[src/rtl/swi_debounce_pkg.sv]
// swi_debounce_pkg
// Shared types and defaults for the switch-bank debouncer.
//   deb_state_t             : per-bit debounce FSM state encoding
//   DEFAULT_DEBOUNCE_CYCLES : number of consecutive samples a new level
//                             must persist before it is accepted
package swi_debounce_pkg;

  typedef enum logic [1:0] {
    S_LOW     = 2'd0,
    S_WAIT_HI = 2'd1,
    S_HIGH    = 2'd2,
    S_WAIT_LO = 2'd3
  } deb_state_t;

  localparam int DEFAULT_DEBOUNCE_CYCLES = 4;

endpackage

[src/rtl/debounce_bit.sv]
// debounce_bit
// Debounces a single switch bit with a 4-state FSM and a stability counter.
// Ports:
//   clk_2   in  system clock, posedge active
//   reset   in  asynchronous active-low reset
//   sample  in  switch level (raw or synchronized) sampled every posedge
//   stable  out debounced level
//   rise    out one-cycle pulse when stable goes 0->1
//   fall    out one-cycle pulse when stable goes 1->0
//   toggle  out flip-flop inverted on every rise
module debounce_bit
  import swi_debounce_pkg::*;
#(
  parameter int  DEBOUNCE_CYCLES = DEFAULT_DEBOUNCE_CYCLES,
  localparam int CNT_W           = $clog2(DEBOUNCE_CYCLES + 1)
) (
  input  logic clk_2,
  input  logic reset,
  input  logic sample,
  output logic stable,
  output logic rise,
  output logic fall,
  output logic toggle
);

  // The counter holds how many consecutive samples of the new level have
  // been seen; acceptance happens on the sample that makes it DEBOUNCE_CYCLES.
  localparam logic [CNT_W-1:0] CNT_LAST = CNT_W'(DEBOUNCE_CYCLES - 1);
  localparam logic [CNT_W-1:0] CNT_ONE  = CNT_W'(1);

  deb_state_t       state;
  logic [CNT_W-1:0] cnt;

  always_ff @(posedge clk_2 or negedge reset) begin
    if (!reset) begin
      state  <= S_LOW;
      cnt    <= '0;
      stable <= 1'b0;
      rise   <= 1'b0;
      fall   <= 1'b0;
      toggle <= 1'b0;
    end else begin
      // Pulses are only ever asserted for the single cycle of acceptance.
      rise <= 1'b0;
      fall <= 1'b0;
      case (state)
        S_LOW: begin
          if (sample) begin
            if (DEBOUNCE_CYCLES == 1) begin
              state  <= S_HIGH;
              stable <= 1'b1;
              rise   <= 1'b1;
              toggle <= ~toggle;
              cnt    <= '0;
            end else begin
              state <= S_WAIT_HI;
              cnt   <= CNT_ONE;
            end
          end
        end
        S_WAIT_HI: begin
          if (!sample) begin
            // Bounce: drop back without any pulse.
            state <= S_LOW;
            cnt   <= '0;
          end else if (cnt == CNT_LAST) begin
            state  <= S_HIGH;
            stable <= 1'b1;
            rise   <= 1'b1;
            toggle <= ~toggle;
            cnt    <= '0;
          end else begin
            cnt <= cnt + CNT_ONE;
          end
        end
        S_HIGH: begin
          if (!sample) begin
            if (DEBOUNCE_CYCLES == 1) begin
              state  <= S_LOW;
              stable <= 1'b0;
              fall   <= 1'b1;
              cnt    <= '0;
            end else begin
              state <= S_WAIT_LO;
              cnt   <= CNT_ONE;
            end
          end
        end
        S_WAIT_LO: begin
          if (sample) begin
            state <= S_HIGH;
            cnt   <= '0;
          end else if (cnt == CNT_LAST) begin
            state  <= S_LOW;
            stable <= 1'b0;
            fall   <= 1'b1;
            cnt    <= '0;
          end else begin
            cnt <= cnt + CNT_ONE;
          end
        end
        default: begin
          state <= S_LOW;
          cnt   <= '0;
        end
      endcase
    end
  end

endmodule

[src/rtl/swi_debounce.sv]
// swi_debounce
// Conditions the raw switch bank into debounced levels, edge pulses and
// rise-toggled latches, one independent debouncer per bit.
// Optional build macro SWI_SYNC_EN: adds a 2-flop synchronizer per bit in
// front of the debouncers (latency DEBOUNCE_CYCLES+2 instead of
// DEBOUNCE_CYCLES edges).
// Ports:
//   clk_2       in  system clock, posedge active
//   reset       in  asynchronous active-low reset
//   SWI         in  raw switch levels (asynchronous to clk_2)
//   swi_stable  out debounced level per bit
//   swi_rise    out one-cycle pulse per bit on 0->1 of swi_stable
//   swi_fall    out one-cycle pulse per bit on 1->0 of swi_stable
//   swi_toggle  out per-bit latch inverted on every swi_rise
module swi_debounce
  import swi_debounce_pkg::*;
#(
  parameter int NBITS           = 8,
  parameter int DEBOUNCE_CYCLES = DEFAULT_DEBOUNCE_CYCLES
) (
  input  logic             clk_2,
  input  logic             reset,
  input  logic [NBITS-1:0] SWI,
  output logic [NBITS-1:0] swi_stable,
  output logic [NBITS-1:0] swi_rise,
  output logic [NBITS-1:0] swi_fall,
  output logic [NBITS-1:0] swi_toggle
);

  logic [NBITS-1:0] sample;

`ifdef SWI_SYNC_EN
  logic [NBITS-1:0] sync_meta;
  logic [NBITS-1:0] sync_q;

  // Two-stage synchronizer; only sync_q is ever looked at by the FSMs.
  always_ff @(posedge clk_2 or negedge reset) begin
    if (!reset) begin
      sync_meta <= '0;
      sync_q    <= '0;
    end else begin
      sync_meta <= SWI;
      sync_q    <= sync_meta;
    end
  end

  assign sample = sync_q;
`else
  assign sample = SWI;
`endif

  for (genvar i = 0; i < NBITS; i++) begin : g_bit
    debounce_bit #(
      .DEBOUNCE_CYCLES(DEBOUNCE_CYCLES)
    ) u_bit (
      .clk_2  (clk_2),
      .reset  (reset),
      .sample (sample[i]),
      .stable (swi_stable[i]),
      .rise   (swi_rise[i]),
      .fall   (swi_fall[i]),
      .toggle (swi_toggle[i])
    );
  end

endmodule

[config.mk]
export PLATFORM = sky130hd
export DESIGN_NAME = swi_debounce
export DESIGN_NICKNAME = d
export VERILOG_FILES = /design/src/rtl/swi_debounce_pkg.sv /design/src/rtl/debounce_bit.sv /design/src/rtl/swi_debounce.sv
export SDC_FILE = /design/constraint.sdc
export NUM_CORES = 1
export LEC_CHECK = 0
export BUFFER_PORTS_ARGS = -buffer_cell sky130_fd_sc_hd__buf_2
export CAP_MARGIN = 30
export CELL_PAD_IN_SITES_DETAIL_PLACEMENT = 1
export CELL_PAD_IN_SITES_GLOBAL_PLACEMENT = 2
export CORE_ASPECT_RATIO = 1.1
export CORE_MARGIN = 5
export CORE_UTILIZATION = 30
export CTS_BUF_LIST = sky130_fd_sc_hd__clkbuf_16
export CTS_CLUSTER_SIZE = 8
export DETAILED_ROUTE_END_ITERATION = 16
export PLACE_DENSITY = 0.72
export SYNTH_ARGS = -nofsm -noshare
export SYNTH_HDL_FRONTEND = slang
export SYNTH_HIERARCHICAL = 1
export SYNTH_SLANG_ARGS = --single-unit
[constraint.sdc]
create_clock -name clk_2 -period 2.35 [get_ports clk_2]
set_input_delay 0.705 -clock clk_2 [delete_from_list [all_inputs] [get_ports clk_2]]
set_output_delay 0.705 -clock clk_2 [all_outputs]
set_load 0.005 [all_outputs]
; ---- Word level (Yosys, flattened, before mapping)
; Cells that the tools add are included.
[totals]
rom_bits = 0
mem_count = 0
regBits = 72
ram_bits = 0
latch_bits = 0
wordCells = 392
inputBits = 10
[op_classes]
shift = 0
muxes = 184
n_eq_ne = 96
div = 0
order_cmp = 0
bitwise_logic = 8
n_mul = 0
n_addsub = 8
n_reduce_logical = 48
[op_table]
columns = operator, n
row1 = 3-bit 2-to-1 mux, 40
row2 = 2-bit 2-to-1 mux, 48
row3 = 3-bit case mux with 4 select lines, 8
row4 = 1-bit 2-to-1 mux, 72
row5 = "2-bit != test, second input constant", 32
row6 = 2-bit case mux with 4 select lines, 8
row7 = "3-bit by 2-bit != test with 1-bit output, second input constant", 16
row8 = 5-bit AND reduction, 8
row9 = "2-bit == test, second input constant", 16
row10 = "2-bit by 1-bit != test with 1-bit output, second input constant", 16
row11 = 4-bit AND reduction, 8
row12 = "3-bit by 1-bit adder with 3-bit output, second input constant", 8
row13 = "3-bit by 2-bit == test with 1-bit output, second input constant", 8
row14 = 3-bit AND reduction, 8
row15 = "2-bit by 1-bit == test with 1-bit output, second input constant", 8
row16 = 2-bit logical NOT, 8
row17 = 1-bit case mux with 2 select lines, 8
row18 = 2-bit AND reduction, 8
row19 = 2-bit nonzero test, 8
row20 = 1-bit inverter, 8

; ---- Logic depth before layout (Yosys ltp)
; Gate-level depths: netlist of the first run.
[depth]
ltp_word = 4
mapped_depth = 4

; ---- By module
; The synthesis of the first run kept the hierarchy.
[modules_own_cells]
columns = mod, n_inst, area_per_inst_um2, cells_each, seq_area_each_um2
row1 = debounce_bit, 8, 384.1, 34, 225.2

; ---- Worst setup path before layout of the first run
; Ideal clock, no wire load.
[synth_path]
kind = in2reg
from = input port SWI[0]
to = register g_bit[0].u_bit.cnt[2]
stages = 3
path_buffers = 0
setup_time_ns = 0.119
arrival_ns = 1.186
required_time_ns = 2.231
path_slack_ns = 1.045
path_cell_list = xnor2_1 -> nor3b_1 -> o21a_1
[synth_via]
elab_chain_cells = 2
word_cells_on_any_way = 6
classes_between = 2 x eq/ne / 3 x mux / 1 x reduce/logical
[synth_rtl]
columns = item, line
row1 = from (decl), swi_debounce.sv:23  ; input logic [NBITS-1:0] SWI,
row2 = "3-bit 2-to-1 mux, or another cell as far along", debounce_bit.sv:90  ; if (sample) begin
row3 = 3-bit case mux with 4 select lines or 2-bit AND reduction (tied branches), n/a
row4 = to (signal assigned), debounce_bit.sv:73  ; cnt <= cnt + CNT_ONE;
row5 = to (signal assigned), debounce_bit.sv:99  ; cnt <= cnt + CNT_ONE;
row6 = to (decl), debounce_bit.sv:32  ; logic [CNT_W-1:0] cnt;
; Parallel ways exist; a longest one is shown, timed or not.
; A chain may end at the register's enable or synchronous reset.

; ---- Worst setup path in the final report of the first run
[layout_path]
from = register g_bit[5].u_bit.stable
to = output port swi_stable[5]
[layout_rtl]
columns = item, line
row1 = from (decl), debounce_bit.sv:20  ; output logic stable,
row2 = from (signal assigned), debounce_bit.sv:38  ; stable <= 1'b0;
row3 = from (signal assigned), debounce_bit.sv:51  ; stable <= 1'b1;
row4 = from (signal assigned), debounce_bit.sv:68  ; stable <= 1'b1;
row5 = to (decl), swi_debounce.sv:24  ; output logic [NBITS-1:0] swi_stable,
; No word-level cell between the ends.

==> flow_summary_export.csv, run 1 <==
group,metric,value,unit
clock_tree,post-cts-setup-buffers,0,
setup_path,cpPeakStageDelay,0.39,ns
synth,synth_edf_count,0,
detailed_routing,viasPerCell,4.88,
synth,seq_area_frac_synth,58.6,%
clock_tree,cts_num_sinks,72,
detailed_routing,vias,2186,
final_layout,final_util,37.2,%
timing,post-route-period-util,66.0,%
clock_tree,cts-root-buf,"clkbuf_16",
placed_design,place.gp.congestion,0.725,
final_layout,drive_gt1_share,15.5,%
synth,yosys_warnings,6,
floorplan,die_h,116,µm
clock_tree,cts_tree,"yes",
detailed_routing,drc,0,
floorplan,die_w,107,µm
setup_path,path_cells,"buf_2",
setup_path,startpoint_type,"flip-flop",
detailed_routing,drt_iter0_drc,52,
timing,clock_skew,0.00378,ns
synth,yosys-top-cells-area,"dfrtp_1, xor2_1, o21ai_0, nand2_1, nor3b_1",
synth,syn_nets,290,
timing,finalHoldViolations,0,
setup_path,critical_path.top_delay_family,"flip-flops",
floorplan,start_util,30.9,%
placed_design,place_ws,0.737,ns
final_layout,ff_latch_area,1800,µm²
detailed_routing,finalWirelength,6.18,mm
final_layout,layout.nets,343,
global_route,antenna_found_initial,0,
timing,setup_viol,0,
timing,rsz0062_at_grt,"false",
synth,synthArstFlopShare,100,%
synth,syn_area,3070,µm²
clock_tree,cts_repair_resize_count,0,
global_route,groute.usage.overall,10.9,%
global_route,grt_pass1_vias,2332,
floorplan,rows,38,
timing,fin_crit,1.55,ns
setup_path,cp_slowest_cell,"dfrtp_1",
timing,max_freq,644,MHz
synth,syn-mean-instance-area,11.3,µm²
global_route,grt_pass1_wl,10.7,mm
synth,yosysMostFrequentCell,"dfrtp_1",
setup_path,cp.arrival,0.85,ns
synth,post_synth_inst_count,272,
global_route,grt-ovfl-total,0,
clock_tree,path_clk_slew,0.05,ns
timing,holdWs,0.326,ns
detailed_routing,avgRoutedWirePerCell,13.8,µm
timing,setup_ws,0.798,ns
outcome,status,"finished, final reports clean",
setup_path,critical_path_class,"flip-flop to output port",
pwr,p_per_area,1150,nW/µm²
global_route,grt_start_max_net_pins,41,
final_layout,final_cells,448,
setup_path,worstPathMaxFanout,3,
detailed_routing,first_pass_iters,4,
final_layout,n_fill_cell,1133,
pwr,vdd_ir_drop_max,0.378,mV
detailed_routing,ant_nets,0,
placed_design,dp_cells,434,
timing,slew_headroom,69.6,%
timing,worst_pin_slew,0.456,ns
final_layout,multi_input_area,1270,µm²
synth,synth-main-ff-cell,"dfrtp_1",
clock_tree,ctsHtreeMaxLevel,3,
floorplan,core,9940,µm²
synth,ys_types,16,
final_layout,diodes,0,
synth,netlist.area_leader.share,58.6,%
min_path,hp-class,"input port to asynchronous set/reset pin",
flow_run,drv_cap,0,
synth,ys_ff_latch,72,
timing,fin_setup_tns,0,ns
synth,synth_common_cells,"dfrtp_1, nand2_1, nor2_1, o21ai_0",
clock_tree,clockBufferDepth,2,
floorplan,io-pin-count,42,
synth,yosys.area.top_type,"dfrtp_1",
placed_design,dp_hpwl,4.38,mm
final_layout,areaGrowthSynthToFinish,20.2,%
pwr,leakage,1.76,nW
placed_design,port_buffers,41,
clock_tree,insertion_delay,0.32,ns
clock_tree,holdBufCountCts,0,
setup_path,required,1.64,ns
timing,slew_viol_final,0,
clock_tree,cts_buffers,9,
floorplan,die_area,12400,µm²
setup_path,endpoint_kind,"output port",
setup_path,worst-path-buf-inv,1,
[path summary, 6_finish.rpt]
kind	startpoint	to	slack (ns)	cells past startpoint
setup reg to reg	g_bit[1].u_bit/cnt[0]	g_bit[1].u_bit/cnt[1]	1.10	4
max in group asynchronous	reset	g_bit[6].u_bit/cnt[1]	1.45	2
setup / recovery	g_bit[5].u_bit/stable	swi_stable[5]	0.80	1
hold reg to reg	g_bit[6].u_bit/toggle	g_bit[6].u_bit/toggle	0.46	1
min in group clk_2	g_bit[6].u_bit/toggle	g_bit[6].u_bit/toggle	0.46	1
hold / removal	reset	g_bit[2].u_bit/stable	0.33	1
[routing by layer]
metal  track usage (%)  vias up  wire length [µm]
li1                  -     1054                 -
met1              12.8     1087              2800
met2              18.6       34              3050
met3              2.49       11               173
met4              6.14        0               152
met5                 0        -                 0
[logic make-up after synthesis]
group                    share of synthesized area (%)
AO/OA/AOI/OAI                                     11.1
XOR/XNOR                                          6.84
adder cells (fa/ha/maj)                           3.26
flip-flops                                        58.6
AND/OR/NAND/NOR                                   20.2
[stage by stage]
stage,power (W),cell area (µm²)
floorplan,0.00273,3070
global placement,0.00309,3450
detailed placement,0.00315,3450
CTS,0.00435,3690
global route,0.00462,3690
finish,0.00425,3690
[layout make-up]
class	count	share of cell area, %
Sequential cell	72	48.8
Multi-Input combinational cell	200	34.4
Timing Repair Buffer	42	6.16
Clock buffer	9	6.10
Tap cell	120	4.06
Clock inverter	5	0.508
[worst register-to-register path, delay by kind of cell, from the launching register on]
kind	cells	cell delay (ns)
AOI/OAI and AO/OA	1	0.15
adders and majority gates	1	0.25
and+or+nand+nor	2	0.38
DFF	1	0.39
[report_power, final]
group | internal [W] | switching (W)
clock network | 0.000682 | 0.000459
registers | 0.00159 | 0.000397
logic | 0.000550 | 0.000571
total | 0.00282 | 0.00143
[cells in the final DEF (no fill, tap or decap), types with 2 or more instances in the layout]
master      n
a21oi_1     8
ha_1        8
nor2_1     24
nor2b_1     8
nand4b_1    8
o21bai_1    8
o21ai_0    24
and3b_1     8
clkbuf_16   9
nor3b_1    16
inv_1       2
xnor2_1     8
nor3_1      8
xor2_1     16
nand2_1    32
buf_2      40
nand3b_1    8
o21a_1     16
clkinv_1    3
dfrtp_1    72
(Power assumes the default switching activity.)
==> inputs of run 2 (changes only) <==
--- a/config.mk
+++ b/config.mk
@@ -15,7 +15,7 @@
 export CTS_BUF_LIST = sky130_fd_sc_hd__clkbuf_16
 export CTS_CLUSTER_SIZE = 8
 export DETAILED_ROUTE_END_ITERATION = 16
-export PLACE_DENSITY = 0.72
+export PLACE_DENSITY = 0.75
 export SYNTH_ARGS = -nofsm -noshare
 export SYNTH_HDL_FRONTEND = slang
 export SYNTH_HIERARCHICAL = 1
==> constraint.sdc (replaced) <==
create_clock -name clk_2 -period 1.3 [get_ports clk_2]
set_input_delay 0.39 -clock clk_2 [delete_from_list [all_inputs] [get_ports clk_2]]
set_output_delay 0.39 -clock clk_2 [all_outputs]
set_load 0.005 [all_outputs]
==> run 2 against run 1 <==
Compared with the run above: global-route usage down 0.21 points; critical path depth unchanged; clock power up 86%; via count up 0.32%; first-iteration DRC count up 23%; wire length down 1.5%; largest power group unchanged.
==> flow_summary_export.csv, run 2 (same netlist as run 1, synthesis figures left out) <==
group,metric,value,unit
global_route,grt-ovfl-total,0,
clock_tree,clockBufferDepth,2,
floorplan,die_area,12400,µm²
detailed_routing,drt_iter0_drc,64,
setup_path,startpoint_type,"flip-flop",
setup_path,worstPathMaxFanout,2,
final_layout,layout.nets,346,
floorplan,start_util,30.9,%
setup_path,cp_slowest_cell,"dfrtp_1",
final_layout,drive_gt1_share,18.9,%
global_route,antenna_found_initial,0,
clock_tree,cts_buffers,9,
min_path,hp-class,"input port to flip-flop",
setup_path,critical_path_class,"flip-flop to output port",
global_route,grt_pass1_vias,2295,
setup_path,required,0.91,ns
floorplan,die_w,107,µm
timing,rsz0062_at_grt,"false",
detailed_routing,viasPerCell,4.84,
timing,slew_viol_final,0,
timing,fin_crit,1.26,ns
floorplan,die_h,116,µm
clock_tree,path_clk_slew,0.05,ns
final_layout,final_cell_mix,"dfrtp_1, buf_2, nand2_1",
timing,clock_skew,0.00640,ns
timing,max_freq,796,MHz
clock_tree,cts-root-buf,"clkbuf_16",
global_route,grt_start_max_net_pins,31,
clock_tree,ctsHtreeMaxLevel,3,
setup_path,critical_path.top_delay_family,"flip-flops",
detailed_routing,finalWirelength,6.09,mm
setup_path,path_cells,"buf_2",
detailed_routing,avgRoutedWirePerCell,13.4,µm
placed_design,dp_hpwl,4.33,mm
floorplan,io-pin-count,42,
setup_path,cp.arrival,0.87,ns
detailed_routing,drc,0,
pwr,vdd_ir_drop_max,0.707,mV
flow_run,drv_cap,0,
detailed_routing,ant_nets,0,
timing,slew_headroom,76.6,%
timing,worst_pin_slew,0.348,ns
timing,fin_setup_tns,0,ns
final_layout,areaGrowthSynthToFinish,22.6,%
final_layout,ff_latch_area,1800,µm²
setup_path,endpoint_kind,"output port",
detailed_routing,first_pass_iters,4,
clock_tree,cts_tree,"yes",
global_route,groute.usage.overall,10.7,%
timing,setup_viol,0,
detailed_routing,vias,2193,
floorplan,core,9940,µm²
final_layout,multi_input_area,1290,µm²
final_layout,n_fill_cell,1112,
final_layout,final_common_cell,"dfrtp_1",
timing,finalHoldViolations,0,
pwr,leakage,1.79,nW
timing,post-route-period-util,96.7,%
pwr,p_per_area,2070,nW/µm²
placed_design,port_buffers,41,
setup_path,cpPeakStageDelay,0.40,ns
final_layout,final_util,37.9,%
placed_design,place.gp.congestion,0.729,
global_route,grt_pass1_wl,10.5,mm
outcome,status,"finished, final reports clean",
floorplan,rows,38,
final_layout,diodes,0,
clock_tree,insertion_delay,0.33,ns
setup_path,worst-path-buf-inv,1,
clock_tree,cts_num_sinks,72,
## run 2: cell types whose count changed in the layout (fill, tap and decap cells not counted), sizes merged
cell	before	now
buf	42	44
clkinv	3	5
dlygate4sd3	0	1
## run 2: repair_timing
action,in CTS,in global routing
setup buffers,0,0
hold endpoints to repair,14,0
setup endpoints to repair,0,4
hold buffers,1,0
resized for setup,0,6
## run 2: final timing paths
check	cells past startpoint	to	slack, ns	startpoint
max	1	swi_toggle[3]	0.04	g_bit[3].u_bit/toggle
min	2	g_bit[0].u_bit/fall	0.31	SWI[0]
max reg2reg	4	g_bit[2].u_bit/stable	0.09	g_bit[2].u_bit/cnt[0]
min reg2reg	1	g_bit[1].u_bit/toggle	0.46	g_bit[1].u_bit/toggle
max in group asynchronous	3	g_bit[1].u_bit/fall	0.39	reset
min in group asynchronous	2	asynchronous set/reset pin	0.47	reset
## run 2: power by group
part	internal (W)	switching, W	total [W]
sequential	0.00288	0.000722	0.00360
clock	0.00125	0.000870	0.00212
combinational	0.00103	0.00103	0.00206
## run 2: per-stage QoR
stage | cells | hold slack (ns) | setup slack, ns | total power (W) | instance area [µm²]
after floorplan | 272 | 0.0944 | 0.207 | 0.00493 | 3070
after global placement | 436 | 0.281 | 0.0546 | 0.00561 | 3480
after detailed placement | 436 | 0.284 | 0.0335 | 0.00571 | 3480
after CTS | 453 | 0.297 | 0.00899 | 0.00792 | 3740
after global routing | 453 | 0.308 | 0.000682 | 0.00842 | 3770
final | 453 | 0.312 | 0.0433 | 0.00778 | 3770
## run 2: layout make-up
cell class	count	share of cell area, %
Tap cell	120	3.99
Multi-Input combinational cell	200	34.3
Timing Repair Buffer	45	7.04
Clock inverter	7	0.830
Clock buffer	9	5.98
Sequential cell	72	47.8
## run 2: metal layers
layer  routed length (µm)  track usage, %
met1                 2860            12.7
met2                 2870            17.5
met3                  207            2.93
met4                  153            6.39
met5                    0               0
==> inputs of run 3 (changes only) <==
--- a/config.mk
+++ b/config.mk
@@ -10,12 +10,11 @@
 export CELL_PAD_IN_SITES_DETAIL_PLACEMENT = 1
 export CELL_PAD_IN_SITES_GLOBAL_PLACEMENT = 2
 export CORE_ASPECT_RATIO = 1.1
-export CORE_MARGIN = 5
 export CORE_UTILIZATION = 30
 export CTS_BUF_LIST = sky130_fd_sc_hd__clkbuf_16
 export CTS_CLUSTER_SIZE = 8
 export DETAILED_ROUTE_END_ITERATION = 16
-export PLACE_DENSITY = 0.75
+export PLACE_DENSITY = 0.72
 export SYNTH_ARGS = -nofsm -noshare
 export SYNTH_HDL_FRONTEND = slang
 export SYNTH_HIERARCHICAL = 1
==> run 3 against run 2 <==
Compared with the run above: the run now ends with DRC left; hold slack gained 0.0076 ns; wire length grew 0.84%; sequential share of layout area shrank 0.72 points; critical path type unchanged; critical endpoint is now swi_stable[3].
==> flow_summary_export.csv, run 3 (same netlist as run 1, synthesis figures left out) <==
group,metric,value,unit
pwr,leakage,1.79,nW
detailed_routing,vias,2195,
clock_tree,clockBufferDepth,2,
detailed_routing,wl_met2,3.00,mm
global_route,groute.usage.overall,12.9,%
setup_path,worstPathMaxFanout,3,
setup_path,worst-path-buf-inv,1,
pwr,p_per_area,2130,nW/µm²
timing,finalHoldViolations,0,
clock_tree,cts_num_sinks,72,
final_layout,final_common_cell,"dfrtp_1",
final_layout,areaGrowthSynthToFinish,24.5,%
timing,fin_crit,1.25,ns
clock_tree,insertion_delay,0.32,ns
timing,fin_setup_tns,0,ns
floorplan,start_util,31.1,%
floorplan,rows,38,
timing,post-route-period-util,95.9,%
floorplan,die_area,10700,µm²
setup_path,required,0.91,ns
detailed_routing,top_layer_used,"met4",
min_path,hp-class,"input port to flip-flop",
placed_design,place.gp.congestion,0.691,
detailed_routing,viasPerCell,4.82,
detailed_routing,finalWirelength,6.14,mm
final_layout,n_fill_cell,1104,
setup_path,endpoint_kind,"output port",
timing,slew_headroom,75.4,%
setup_path,cp_slowest_cell,"dfrtp_1",
placed_design,port_buffers,41,
clock_tree,ctsHtreeMaxLevel,3,
global_route,grt-ovfl-total,0,
flow_run,drv_cap,0,
setup_path,path_cells,"buf_2",
clock_tree,cts_tree,"yes",
global_route,grt_start_max_net_pins,37,
floorplan,die_h,108,µm
timing,holdWs,0.319,ns
clock_tree,cts-root-buf,"clkbuf_16",
detailed_routing,dr_wl_met3,164,µm
floorplan,die_w,98.5,µm
detailed_routing,drc,3,
pwr,vdd_ir_drop_max,0.645,mV
floorplan,io-pin-count,42,
setup_path,startpoint_type,"flip-flop",
detailed_routing,avgRoutedWirePerCell,13.5,µm
final_layout,drive_gt1_share,20.6,%
setup_path,cpPeakStageDelay,0.40,ns
placed_design,dp_hpwl,4.23,mm
final_layout,final_cell_mix,"dfrtp_1, buf_2, nand2_1",
outcome,status,"finished with violations",
timing,slew_viol_final,0,
clock_tree,cts_buffers,9,
detailed_routing,wl_met1,2.89,mm
timing,clock_skew,0.00465,ns
setup_path,critical_path_class,"flip-flop to output port",
clock_tree,path_clk_slew,0.06,ns
setup_path,cp.arrival,0.86,ns
final_layout,layout.nets,348,
setup_path,critical_path.top_delay_family,"flip-flops",
outcome,violations,"DRC",
global_route,antenna_found_initial,0,
timing,rsz0062_at_grt,"true",
global_route,grt_pass1_wl,10.9,mm
global_route,grt_pass1_vias,2378,
detailed_routing,first_pass_iters,12,
floorplan,core,9890,µm²
detailed_routing,drt_iter0_drc,57,
pwr,finalPower,0.00815,W
timing,worst_pin_slew,0.367,ns
final_layout,diodes,0,
detailed_routing,ant_nets,0,
timing,setup_viol,0,
timing,max_freq,802,MHz
==> run 3: cell types whose count changed in the layout (fill, tap and decap cells not counted), sizes merged <==
| cell | before | now |
|---|---|---|
| clkinvlp | 0 | 2 |
| bufinv | 0 | 1 |
| inv | 2 | 1 |
| buf | 44 | 46 |
| clkinv | 5 | 3 |
==> run 3: final timing paths <==
kind / cells after the start / endpoint / slack (ns) / start
max: 1 / swi_stable[3] / 0.05 / g_bit[3].u_bit/stable
min reg2reg: 1 / g_bit[2].u_bit/toggle / 0.46 / g_bit[2].u_bit/toggle
max reg2reg: 4 / g_bit[4].u_bit/stable / 0.09 / g_bit[4].u_bit/cnt[0]
min in group asynchronous: 2 / g_bit[7].u_bit/fall / 0.46 / reset
min: 2 / g_bit[6].u_bit/fall / 0.32 / SWI[6]
max in group asynchronous: 3 / g_bit[4].u_bit/fall / 0.39 / reset
==> run 3: layer usage <==
metal  track usage, %  up-vias
met1             16.0     1085
met2             21.7       38
met4             6.72        0
li1                 -     1067
met5                0        -
met3             2.39        5
==> run 3: timing repair <==
item,CTS,global route
hold buffers,1,0
buffers inserted,0,0
endpoints found under the hold margin,10,0
endpoints found under the setup margin,0,10
resized for setup,0,10
==> run 3: area by class of cell <==
type,count,area (µm²),area share (%)
Sequential cell,72,1800,47.1
Clock buffer,9,225,5.89
Clock inverter,7,71.3,1.86
Multi-Input combinational cell,200,1300,33.9
Timing Repair Buffer,47,280,7.33
Tap cell,120,150,3.93
==> run 3: per-stage QoR <==
| step | instances | setup slack, ns | utilization (%) | area (µm²) |
|---|---|---|---|---|
| finish | 455 | 0.0536 | 38.7 | 3820 |
| global placement | 438 | 0.0406 | 35.3 | 3490 |
| floorplan | 272 | 0.207 | - | 3070 |
| CTS | 455 | 0.0304 | 38.4 | 3800 |
| global route | 455 | -0.00793 | 38.7 | 3820 |
| detailed placement | 438 | 0.0237 | 35.3 | 3490 |
==> run 3: where the power goes <==
| part | switching (W) | internal (W) |
|---|---|---|
| registers | 0.000691 | 0.00288 |
| logic | 0.00106 | 0.00108 |
| clock network | 0.000956 | 0.00148 |
| total | 0.00271 | 0.00544 |
